## src/rtl/game_judge.sv

```systemverilog
// game_judge: collision referee for a maze chase game.
// Compares the player against every ghost each cycle, registers the result,
// and runs the life / freeze / game-over sequencing that the player and
// ghost controllers follow through the hit, respawn and freeze outputs.
//
//   state  | meaning
//   -------+-------------------------------------------------------------
//   IDLE   | waiting for start; lives preloaded, collisions ignored
//   PLAY   | game running; a registered collision costs a life
//   FREEZE | post-hit pause; counter runs down, collisions ignored
//   OVER   | no lives left; waiting for start to begin a new game
module game_judge #(
  parameter int NUM_GHOSTS    = 4,
  parameter int HIT_DIST      = 10,
  parameter int LIVES         = 3,
  parameter int FREEZE_CYCLES = 60,
  parameter int LW            = $clog2(LIVES + 1)
) (
  input  logic                    clk,
  input  logic                    reset,
  input  logic                    start,
  input  logic [9:0]              Player_x,
  input  logic [8:0]              Player_y,
  input  logic [10*NUM_GHOSTS-1:0] Ghost_x,
  input  logic [9*NUM_GHOSTS-1:0] Ghost_y,
  output logic                    isOver,
  output logic [LW-1:0]           lives,
  output logic                    hit,
  output logic                    respawn,
  output logic                    freeze,
  output logic [1:0]              state
);

  // The freeze counter only has to hold FREEZE_CYCLES-1; keep at least one bit.
  localparam int CW = (FREEZE_CYCLES > 1) ? $clog2(FREEZE_CYCLES) : 1;

  localparam logic [LW-1:0] LIVES_INIT  = LW'(LIVES);
  localparam logic [CW-1:0] FREEZE_LOAD = CW'(FREEZE_CYCLES - 1);
  localparam logic [9:0]    HIT_X       = 10'(HIT_DIST);
  localparam logic [8:0]    HIT_Y       = 9'(HIT_DIST);

  typedef enum logic [1:0] {
    IDLE   = 2'd0,
    PLAY   = 2'd1,
    FREEZE = 2'd2,
    OVER   = 2'd3
  } state_t;

  state_t          st_q, st_d;
  logic [LW-1:0]   lives_q, lives_d;
  logic [CW-1:0]   cnt_q, cnt_d;
  logic            hit_q, hit_d;
  logic            respawn_q, respawn_d;
  logic            freeze_q;
  logic            over_q;
  logic            guard_q, guard_d;
  logic            collide_q;
  logic            collide_any;
  logic [NUM_GHOSTS-1:0] ghost_hit;

  // Magnitude difference: larger minus smaller, so no modular wraparound
  // can turn two distant coordinates into a false near miss.
  function automatic logic [9:0] abs_diff_x(input logic [9:0] a, input logic [9:0] b);
    return (a >= b) ? (a - b) : (b - a);
  endfunction

  function automatic logic [8:0] abs_diff_y(input logic [8:0] a, input logic [8:0] b);
    return (a >= b) ? (a - b) : (b - a);
  endfunction

  // Per-ghost collision: aligned on one axis and within HIT_DIST on the other.
  genvar g;
  generate
    for (g = 0; g < NUM_GHOSTS; g++) begin : g_ghost
      logic [9:0] gx;
      logic [8:0] gy;
      logic       same_x, same_y;
      logic       near_x, near_y;
      assign gx     = Ghost_x[10*g +: 10];
      assign gy     = Ghost_y[9*g +: 9];
      assign same_x = (gx == Player_x);
      assign same_y = (gy == Player_y);
      assign near_x = (abs_diff_x(gx, Player_x) <= HIT_X);
      assign near_y = (abs_diff_y(gy, Player_y) <= HIT_Y);
      assign ghost_hit[g] = (same_x && near_y) || (same_y && near_x);
    end
  endgenerate

  assign collide_any = |ghost_hit;

  // Register the collision OR every cycle regardless of state.
  always_ff @(posedge clk) begin
    if (reset) begin
      collide_q <= 1'b0;
    end else begin
      collide_q <= collide_any;
    end
  end

  // Next-state and next-output logic for the game sequencer.
  always_comb begin
    st_d      = st_q;
    lives_d   = lives_q;
    cnt_d     = cnt_q;
    hit_d     = 1'b0;
    respawn_d = 1'b0;
    guard_d   = 1'b0;
    case (st_q)
      IDLE: begin
        if (start) begin
          st_d      = PLAY;
          lives_d   = LIVES_INIT;
          respawn_d = 1'b1;
          guard_d   = 1'b1;
        end
      end
      PLAY: begin
        // The first PLAY cycle after a respawn ignores collide_q, giving
        // the controllers a cycle to reload positions.
        if (collide_q && !guard_q) begin
          hit_d = 1'b1;
          if (lives_q > LW'(1)) begin
            st_d    = FREEZE;
            lives_d = lives_q - LW'(1);
            cnt_d   = FREEZE_LOAD;
          end else begin
            st_d    = OVER;
            lives_d = '0;
          end
        end
      end
      FREEZE: begin
        if (cnt_q == '0) begin
          st_d      = PLAY;
          respawn_d = 1'b1;
          guard_d   = 1'b1;
        end else begin
          cnt_d = cnt_q - CW'(1);
        end
      end
      OVER: begin
        lives_d = '0;
        if (start) begin
          st_d      = PLAY;
          lives_d   = LIVES_INIT;
          respawn_d = 1'b1;
          guard_d   = 1'b1;
        end
      end
      default: begin
        st_d = IDLE;
      end
    endcase
  end

  // State and output registers; reset wins over every other input.
  always_ff @(posedge clk) begin
    if (reset) begin
      st_q      <= IDLE;
      lives_q   <= LIVES_INIT;
      cnt_q     <= '0;
      hit_q     <= 1'b0;
      respawn_q <= 1'b0;
      guard_q   <= 1'b0;
      freeze_q  <= 1'b0;
      over_q    <= 1'b0;
    end else begin
      st_q      <= st_d;
      lives_q   <= lives_d;
      cnt_q     <= cnt_d;
      hit_q     <= hit_d;
      respawn_q <= respawn_d;
      guard_q   <= guard_d;
      freeze_q  <= (st_d == FREEZE);
      over_q    <= (st_d == OVER);
    end
  end

  assign state   = st_q;
  assign lives   = lives_q;
  assign hit     = hit_q;
  assign respawn = respawn_q;
  assign freeze  = freeze_q;
  assign isOver  = over_q;

endmodule

```

## config.mk

```make
export PLATFORM = sky130hd
export DESIGN_NAME = game_judge
export DESIGN_NICKNAME = d
export VERILOG_FILES = /design/src/rtl/game_judge.sv
export SDC_FILE = /design/constraint.sdc
export NUM_CORES = 1
export LEC_CHECK = 0
export CAP_MARGIN = 20
export CORE_MARGIN = 1
export CORE_UTILIZATION = 60
export CTS_CLUSTER_DIAMETER = 30
export DETAILED_ROUTE_END_ITERATION = 10
export DONT_BUFFER_PORTS = 1
export GPL_ROUTABILITY_DRIVEN = 0
export PLACE_DENSITY = 0.84
export SETUP_SLACK_MARGIN = 0.5
export SLEW_MARGIN = 20
export SYNTH_ARGS = -nofsm -noshare
export SYNTH_HDL_FRONTEND = slang
export SYNTH_SLANG_ARGS = --single-unit
```

## constraint.sdc

```tcl
create_clock -name clk -period 3.3 [get_ports clk]
set_clock_uncertainty 0.05 [all_clocks]
set_input_delay 0.66 -clock clk [delete_from_list [all_inputs] [get_ports clk]]
set_output_delay 0.66 -clock clk [all_outputs]
set_load 0.02 [all_outputs]
```

Yosys cells after proc, flatten, opt, wreduce, memory -nomap -nowiden
Index checks and enable logic that the tools add are counted.
Widths: inputs -> output; s select.
{"block": "word_totals", "ff_bits": 15, "elab_cells": 110}
{"block": "op_classes", "add_sub_neg": 18, "order_cmp": 17, "n_eq_ne": 17, "n_mux": 26, "n_bitwise": 1, "n_reduce_logical": 23}
{"cell": "$sub 10x10->10", "n": 8}
{"cell": "$sub 9x9->9", "n": 8}
{"cell": "$eq 10x10->1", "n": 4}
{"cell": "$ge 10x10->1", "n": 4}
{"cell": "$le 10x4->1 const B", "n": 4}
{"cell": "$mux 10", "n": 4}
{"cell": "$eq 9x9->1", "n": 4}
{"cell": "$ge 9x9->1", "n": 4}
{"cell": "$le 9x4->1 const B", "n": 4}
{"cell": "$mux 9", "n": 4}
{"cell": "$mux 6", "n": 3}
{"cell": "$mux 2", "n": 7}
{"cell": "$pmux 2 s3", "n": 2}
{"cell": "$pmux 6 s2", "n": 1}
{"cell": "$logic_and 1x1->1", "n": 9}
{"cell": "$eq 2x2->1 const B", "n": 4}
{"cell": "$ne 2x2->1 const B", "n": 4}
{"cell": "$logic_not 6->1", "n": 1}
{"cell": "$sub 6x1->6 const B", "n": 1}
{"cell": "$logic_or 1x1->1", "n": 4}
{"cell": "$mux 1", "n": 4}
{"cell": "$reduce_and 4->1", "n": 1}
{"cell": "$reduce_or 2->1", "n": 2}
{"cell": "$reduce_or 4->1", "n": 1}
{"cell": "other kinds (10)", "n": 10}

Depth between registers and ports, before layout
Gate-level depths: netlist of the first run.
{"block": "logic_depth", "word_depth": 6, "ltp_mapped": 13, "depth_no_buf": 13}

Worst setup path after synthesis of the first run
Ideal clock, no wire load.
{"block": "synth_path", "path_kind": "input to register", "startpoint": "input port Player_x[5]", "endpoint": "register collide_q", "t_arrival_ps": 3133, "setup_slack_ps": 40, "cell_stages": 12, "cell_sequence": "inv_1 ha_1 clkbuf_1 a21oi_1 o21ai_0 o31a_1 nor2_1 mux2_2 a32oi_1 mux2i_1 a41oi_1 a41oi_2"}
{"block": "synth_via", "elab_chain_len": 6}
{"item": "start: declaration", "line_no": "22", "source": "input logic [9:0] Player_x,"}
{"item": "$sub 10x10->10 / $ge 10x10->1 (equally long branches)", "line_no": "64", "source": "return (a >= b) ? (a - b) : (b - a);"}
{"item": "$mux 10", "line_no": "64"}
{"item": "$le 10x4->1", "line_no": "83", "source": "assign near_x = (abs_diff_x(gx, Player_x) <= HIT_X);"}
{"item": "$logic_and 1x1->1", "line_no": "85", "source": "assign ghost_hit[g] = (same_x && near_y) || (same_y && near_x);"}
{"item": "$logic_or 1x1->1", "line_no": "85"}
{"item": "$reduce_or 4->1 *", "line_no": "89", "source": "assign collide_any = |ghost_hit;"}
{"item": "end signal: assignment", "line_no": "96", "source": "collide_q <= collide_any;"}
{"item": "end: declaration", "line_no": "57", "source": "logic collide_q;"}
Every way passes the cells marked *; elsewhere a longest branch is shown, timed or not.
A chain may end at the register's enable or synchronous reset.

Worst setup path after layout of the first run
{"block": "layout_path", "startpoint": "input port Player_y[1]", "endpoint": "register collide_q"}
{"block": "layout_via", "elab_chain_len": 6}
{"item": "start: declaration", "line_no": "23", "source": "input logic [8:0] Player_y,"}
{"item": "$sub 9x9->9 / $ge 9x9->1 (equally long branches)", "line_no": "68", "source": "return (a >= b) ? (a - b) : (b - a);"}
{"item": "$mux 9", "line_no": "68"}
{"item": "$le 9x4->1", "line_no": "84", "source": "assign near_y = (abs_diff_y(gy, Player_y) <= HIT_Y);"}
{"item": "$logic_and 1x1->1", "line_no": "85"}
{"item": "$logic_or 1x1->1", "line_no": "85"}
{"item": "$reduce_or 4->1 *", "line_no": "89"}
Marks and branches as above.

==> results of run 1 <==
[Yosys cell counts, drive strengths merged (14+ instances only)]
cell	number	area (sq um)
a211oi	14	115
a21o	21	158
a21oi	82	414
and3	14	87.6
clkbuf	26	97.6
dfxtp	15	300
fa	16	320
ha	150	1880
inv	144	541
mux2i	20	200
nand2	62	233
nand3	20	100
nand4	15	93.8
nor2	69	259
nor2b	27	169
nor3	29	145
o21a	14	105
o21ai	69	345
xnor2	28	245
xor2	18	158
[area by class of cell]
type,count,area [sq um]
Multi-Input combinational cell,877,7050
Clock buffer,4,78.8
Inverter,144,548
Timing Repair Buffer,145,1130
Tap cell,172,215
Fill cell,932,3290
Sequential cell,15,300
[through the flow]
stage | cells | util, % | hold WS, ns
global placement | 1344 | 70.8 | 0.431
CTS | 1352 | 72.7 | 0.420
floorplan | 1072 | - | 0.410
finish | 1357 | 73.9 | 0.418
global route | 1357 | 73.9 | 0.413
detailed placement | 1344 | 70.8 | 0.426
[state kept, by name, indices dropped and copies added (netlist names)]
name,count
lives,2
guard_q,1
hit,1
cnt_q,6
isOver,1
collide_q,1
state,2
freeze,1
[logic make-up (layout without fill, tap and decap cells)]
kind of cell,after synthesis,count (layout),share of synthesized area [%]
AO/OA/AOI/OAI,334,334,29.5
AND/OR/NAND/NOR,303,303,20.2
buffers and inverters,180,293,9.01
adder cells (fa/ha/maj),166,166,28.3
XOR/XNOR,46,46,5.19
multiplexers,28,28,3.93
flip-flops,15,15,3.87
[per-layer routing]
layer  GRT usage [%]  routed length, microns
met1            41.0                    9390
met2            60.1                   11300
met3            5.23                    2110
met4            17.9                    1260
met5               0                       0
[worst paths after layout]
kind	start	to	slack, ns
max reg2reg	state[1]	cnt_q[5]	0.81
min reg2reg	cnt_q[0]	cnt_q[0]	0.46
max	Player_y[1]	collide_q	0.14
min	reset	collide_q	0.42
[cell usage in the layout (no fill, tap or decap), types with 6 or more instances in the layout]
cell,netlist,final
a211o_1,8,8
a211oi_1,12,12
a21boi_0,7,6
a21o_1,21,21
a21oi_1,81,75
a21oi_2,1,7
a221oi_1,10,6
a31oi_1,11,10
and2_1,7,7
and3_1,14,14
buf_4,0,140
dfxtp_1,15,15
fa_1,16,16
ha_1,150,144
inv_1,143,141
mux2i_1,20,19
nand2_1,62,62
nand2b_1,13,13
nand3_1,20,19
nand3b_1,7,7
nand4_1,15,15
nor2_1,69,66
nor2b_1,27,24
nor3_1,29,27
o2111ai_1,6,6
o211ai_1,10,10
o21a_1,14,14
o21ai_0,65,64
o221ai_1,7,7
o31a_1,6,6
o31ai_1,6,6
or4_1,7,7
xnor2_1,28,28
xor2_1,18,18
[critical path, stage by stage]
cell        delay, ns
clkinvlp_4       0.20
ha_4             0.35
nand3b_1         0.10
a21o_1           0.23
a31oi_2          0.20
o22a_2           0.22
buf_6            0.13
mux2_4           0.31
a31oi_4          0.14
xnor2_1          0.08
or4_4            0.50
a41oi_2          0.17
[what timing repair did]
item / CTS / global route
setup buffers: 4 / 5
hold buffers: 0 / 0
resized for setup: 31 / 20
pin swaps: 9 / 19
endpoints found under the setup margin: 1 / 1
[power by group through the flow]
stage / registers, uW / clock network [uW] / logic, uW
after floorplan: 220 / 0 / 1110
after global placement: 223 / 0 / 1520
after detailed placement: 223 / 0 / 1570
after CTS: 221 / 237 / 1630
after global routing: 223 / 250 / 1860
final: 221 / 241 / 1720
==> flow_metrics.env, run 1 <==
export IMPL_status="finished clean"
export IMPL_p_per_area_nw_per_um2=234
export IMPL_antennaDiodeCount=0
export IMPL_track_usage_pct=34.5
export IMPL_power_frac_clock_pct=11.0
export IMPL_synthCells=1072
export IMPL_rr_worst_depth=9
export IMPL_io_pins=106
export IMPL_switchingPower_uw=1010
export IMPL_ys_ff_latch=15
export IMPL_dr_pass1_iters=8
export IMPL_synth_avg_cell_area_sq_um=7.24
export IMPL_fp_row_count=41
export IMPL_cts_buffers=3
export IMPL_setup_ws_ns=0.145
export IMPL_drt_initial_drc_count=703
export IMPL_routed_wl_mm=24.0
export IMPL_drv_slew=0
export IMPL_gr_total_overflow=0
export IMPL_clockBufferDepth=2
export IMPL_die_y_microns=116
export IMPL_clock_latency_ns=0.25
export IMPL_grt_max_degree=14
export IMPL_hp_class="in2reg"
export IMPL_final_area_sq_um=9330
export IMPL_switching_share_pct=46.6
export IMPL_route_detailed_drc=0
export IMPL_timing_setup_tns_ns=0
export IMPL_required_ns=3.43
export IMPL_tightest_slew_ns=0.500
export IMPL_dieWidth_microns=116
export IMPL_ir_worst_vdd_mv=0.160
export IMPL_final_hold_violation_count=0
export IMPL_coreArea_sq_um=12600
export IMPL_ys_types=85
export IMPL_max_freq_mhz=317
export IMPL_critical_path_max_fanout=9
export IMPL_via_per_inst=6.32
export IMPL_layout_drive_gt1_share_pct=19.2
export IMPL_postRouteAntennaNets=0
export IMPL_ys_seq_area_share_pct=3.87
export IMPL_layout_nets=1450
export IMPL_grt_pass1_wl_mm=37.5
export IMPL_start_kind="primary input"
export IMPL_dpl_instance_area_sq_um=8930
export IMPL_grt_pass1_vias=8164
export IMPL_syn_to_final_growth_pct=20.2
export IMPL_clock_root_buffer="clkbuf_16"
export IMPL_combinationalPowerShare_pct=78.8
export IMPL_synth_net_count=1336
export IMPL_clkTransAtPathRegs_ns=0.05
export IMPL_finalSetupViolCount=0
export IMPL_yosys_warnings=0
export IMPL_clock_sinks=15
export IMPL_cts_tree="yes"
export IMPL_synthFlopType="dfxtp_1"
export IMPL_internal_power_uw=1160
export IMPL_synth_edff_count=0
export IMPL_whs_path_depth=1
export IMPL_wl_per_cell_microns=17.7
export IMPL_finalCritPeriodShare_pct=95.6
export IMPL_worstPathArrival_ns=3.28
export IMPL_ys_async_sr_fraction_pct=0
export IMPL_p_seq_share_pct=10.1
export IMPL_rsz0062_at_grt="yes"
export IMPL_pre_cts_ws_ns=-0.236
export IMPL_vias=8580
export IMPL_min_period_ns=3.16
export IMPL_initial_core_util_pct=61.5
export IMPL_htree_levels=1
export IMPL_die_area_sq_um=13400
export IMPL_p_total_uw=2180
export IMPL_syn_area_sq_um=7760
export IMPL_critPathKind="in2reg"
export IMPL_dpl_hpwl_mm=19.8
export IMPL_max_slew_margin_pct=66.2
export IMPL_power_leakage_uw=0.00448
export IMPL_cp_end_kind="flip-flop"
export IMPL_port_buffer_count=0
export IMPL_antenna_found_initial=0
export IMPL_max_cap_violations=0
Power figures use the tool's default switching activity.
==> run 2, diff against run 1 <==
==> constraint.sdc (replaced) <==
create_clock -name clk -period 3.3 [get_ports clk]
set_clock_uncertainty 0.05 [all_clocks]
set_input_delay 0.99 -clock clk [delete_from_list [all_inputs] [get_ports clk]]
set_output_delay 0.99 -clock clk [all_outputs]
set_load 0.02 [all_outputs]
==> flow_metrics.env, run 2 (synthesis gave the netlist of run 1 again) <==
export IMPL_max_slew_margin_pct=66.4
export IMPL_cpMostUsedCell="buf_4"
export IMPL_power_frac_clock_pct=9.7
export IMPL_via_per_inst=6.69
export IMPL_post_route_util_pct=83.7
export IMPL_cts_hold_buf=0
export IMPL_rr_worst_depth=9
export IMPL_clock_latency_ns=0.25
export IMPL_grt_pass1_wl_mm=41.1
export IMPL_crit_chain="clkinvlp_4, buf_4, ha_1, and3_1, o21ai_2, a31oi_2, a211oi_2, buf_4, buf_4, a2111o_1, o211ai_1, nor3_1, a221oi_2, a41oi_2"
export IMPL_violations="DRC, setup timing"
export IMPL_combinationalPowerShare_pct=81.5
export IMPL_setup_ws_ns=-0.341
export IMPL_final_common_cell="buf_4"
export IMPL_critPathMaxStageDelay_ns=0.36
export IMPL_initial_core_util_pct=61.5
export IMPL_final_hold_violation_count=0
export IMPL_layout_drive_gt1_share_pct=30.1
export IMPL_whs_path_depth=1
export IMPL_antennaDiodeCount=0
export IMPL_timing_setup_tns_ns=-0.341
export IMPL_p_total_uw=2530
export IMPL_clock_sinks=15
export IMPL_clockBufferDepth=2
export IMPL_regMostFlops="cnt_q"
export IMPL_max_cap_violations=0
export IMPL_gr_total_overflow=0
export IMPL_use_met3_pct=7.06
export IMPL_htree_levels=1
export IMPL_cp_slowest_cell="a2111o_1"
export IMPL_hp_class="reg2reg"
export IMPL_syn_to_final_growth_pct=36.1
export IMPL_routed_wl_mm=30.4
export IMPL_wl_per_cell_microns=20.6
export IMPL_grt_busiest_layer="met2"
export IMPL_critical_path_max_fanout=5
export IMPL_io_pins=106
export IMPL_worstPathArrival_ns=3.71
export IMPL_n_fill_cell=696
export IMPL_dp_cells=1442
export IMPL_vias=9848
export IMPL_required_ns=3.37
export IMPL_cp_end_kind="flip-flop"
export IMPL_clock_root_buffer="clkbuf_16"
export IMPL_cts_buffers=3
export IMPL_start_kind="primary input"
export IMPL_critPathKind="in2reg"
export IMPL_finalSetupViolCount=1
export IMPL_instances_no_fill=1473
export IMPL_met2_usage_pct=68.3
export IMPL_ir_worst_vdd_mv=0.213
export IMPL_p_seq_share_pct=8.8
export IMPL_min_period_ns=3.64
export IMPL_grt_max_degree=14
export IMPL_track_usage_pct=38.3
export IMPL_whs_ns=0.498
export IMPL_internal_power_uw=1340
export IMPL_clkTransAtPathRegs_ns=0.05
export IMPL_finalCritPeriodShare_pct=110
export IMPL_grt_pass1_vias=9035
export IMPL_p_per_area_nw_per_um2=239
export IMPL_final_cell_mix="254 x buf_4, 137 x inv_1, 132 x ha_1, 71 x a21oi_1, 66 x nor2_1"
export IMPL_switching_share_pct=47.0
export IMPL_largest_reg_flops=6
export IMPL_drv_slew=0
export IMPL_dieWidth_microns=116
export IMPL_grt_use_met1_pct=42.2
export IMPL_layout_nets=1566
export IMPL_die_area_sq_um=13400
export IMPL_r2r_slack_ns=0.69
export IMPL_route_detailed_drc=1
export IMPL_fp_row_count=41
export IMPL_switchingPower_uw=1190
export IMPL_antenna_found_initial=0
export IMPL_rsz0062_at_grt="yes"
export IMPL_drt_initial_drc_count=1269
export IMPL_status="complete, but fails checks"
export IMPL_dr_pass1_iters=9
export IMPL_die_y_microns=116
export IMPL_cts_tree="yes"
export IMPL_tightest_slew_ns=0.499
export IMPL_port_buffer_count=0
export IMPL_max_freq_mhz=275
export IMPL_power_leakage_uw=0.00504
export IMPL_postRouteAntennaNets=0
export IMPL_dpl_hpwl_mm=21.6
export IMPL_coreArea_sq_um=12600
run 2: cell count changes in the layout (fill, tap and decap cells not counted), sizes merged:
| cell | previous run | this run |
|---|---|---|
| inv | 142 | 138 |
| buf | 145 | 261 |
| clkinvlp | 2 | 6 |
run 2: power groups by stage:
stage                     Combinational [uW]  Sequential (uW)  Clock [uW]
final                                   2060              222         245
after global routing                    2180              224         249
after CTS                               1790              220         240
after detailed placement                1720              223           0
after global placement                  1640              223           0
after floorplan                         1110              220           0
run 2: what timing repair did:
item	in CTS	in global routing
endpoints found under the setup margin	1	2
setup buffers	11	16
pin swaps	16	48
resized for setup	34	82
run 2: worst paths after layout:
| kind | to | from |
|---|---|---|
| worst min-delay path | cnt_q[0] | cnt_q[0] |
| worst min register to register | cnt_q[0] | cnt_q[0] |
| worst max-delay path | collide_q | Player_y[2] |
| worst max register to register | cnt_q[5] | state[1] |
run 2: worst max-delay path: cells and delay by family:
kind                     cells  cell delay (ns)
AO/OA/AOI/OAI                7             1.38
buffers and inverters        4             0.66
adder cells (fa/ha/maj)      1             0.34
AND/OR/NAND/NOR              2             0.34
run 2: per-layer routing:
metal,up-vias,share of wire [%]
met3,261,10
met5,-,0
met2,803,47
li1,4318,-
met1,4466,35
met4,0,8.1
run 2: area by class of cell:
type / instances / area, sq um / share of cell area (%)
Sequential cell: 15 / 300 / 2.84
Inverter: 144 / 563 / 5.33
Multi-Input combinational cell: 877 / 7410 / 70.2
Tap cell: 172 / 215 / 2.04
Clock buffer: 4 / 78.8 / 0.746
Timing Repair Buffer: 261 / 1990 / 18.9
run 2: per-stage QoR:
step / area (sq um) / setup slack, ns
2_1_floorplan: 7820 / -0.217
3_3_place_gp: 9630 / -0.474
3_5_place_dp: 9630 / -0.601
4_1_cts: 9950 / -0.138
5_1_grt: 10600 / -0.461
6_report: 10600 / -0.341
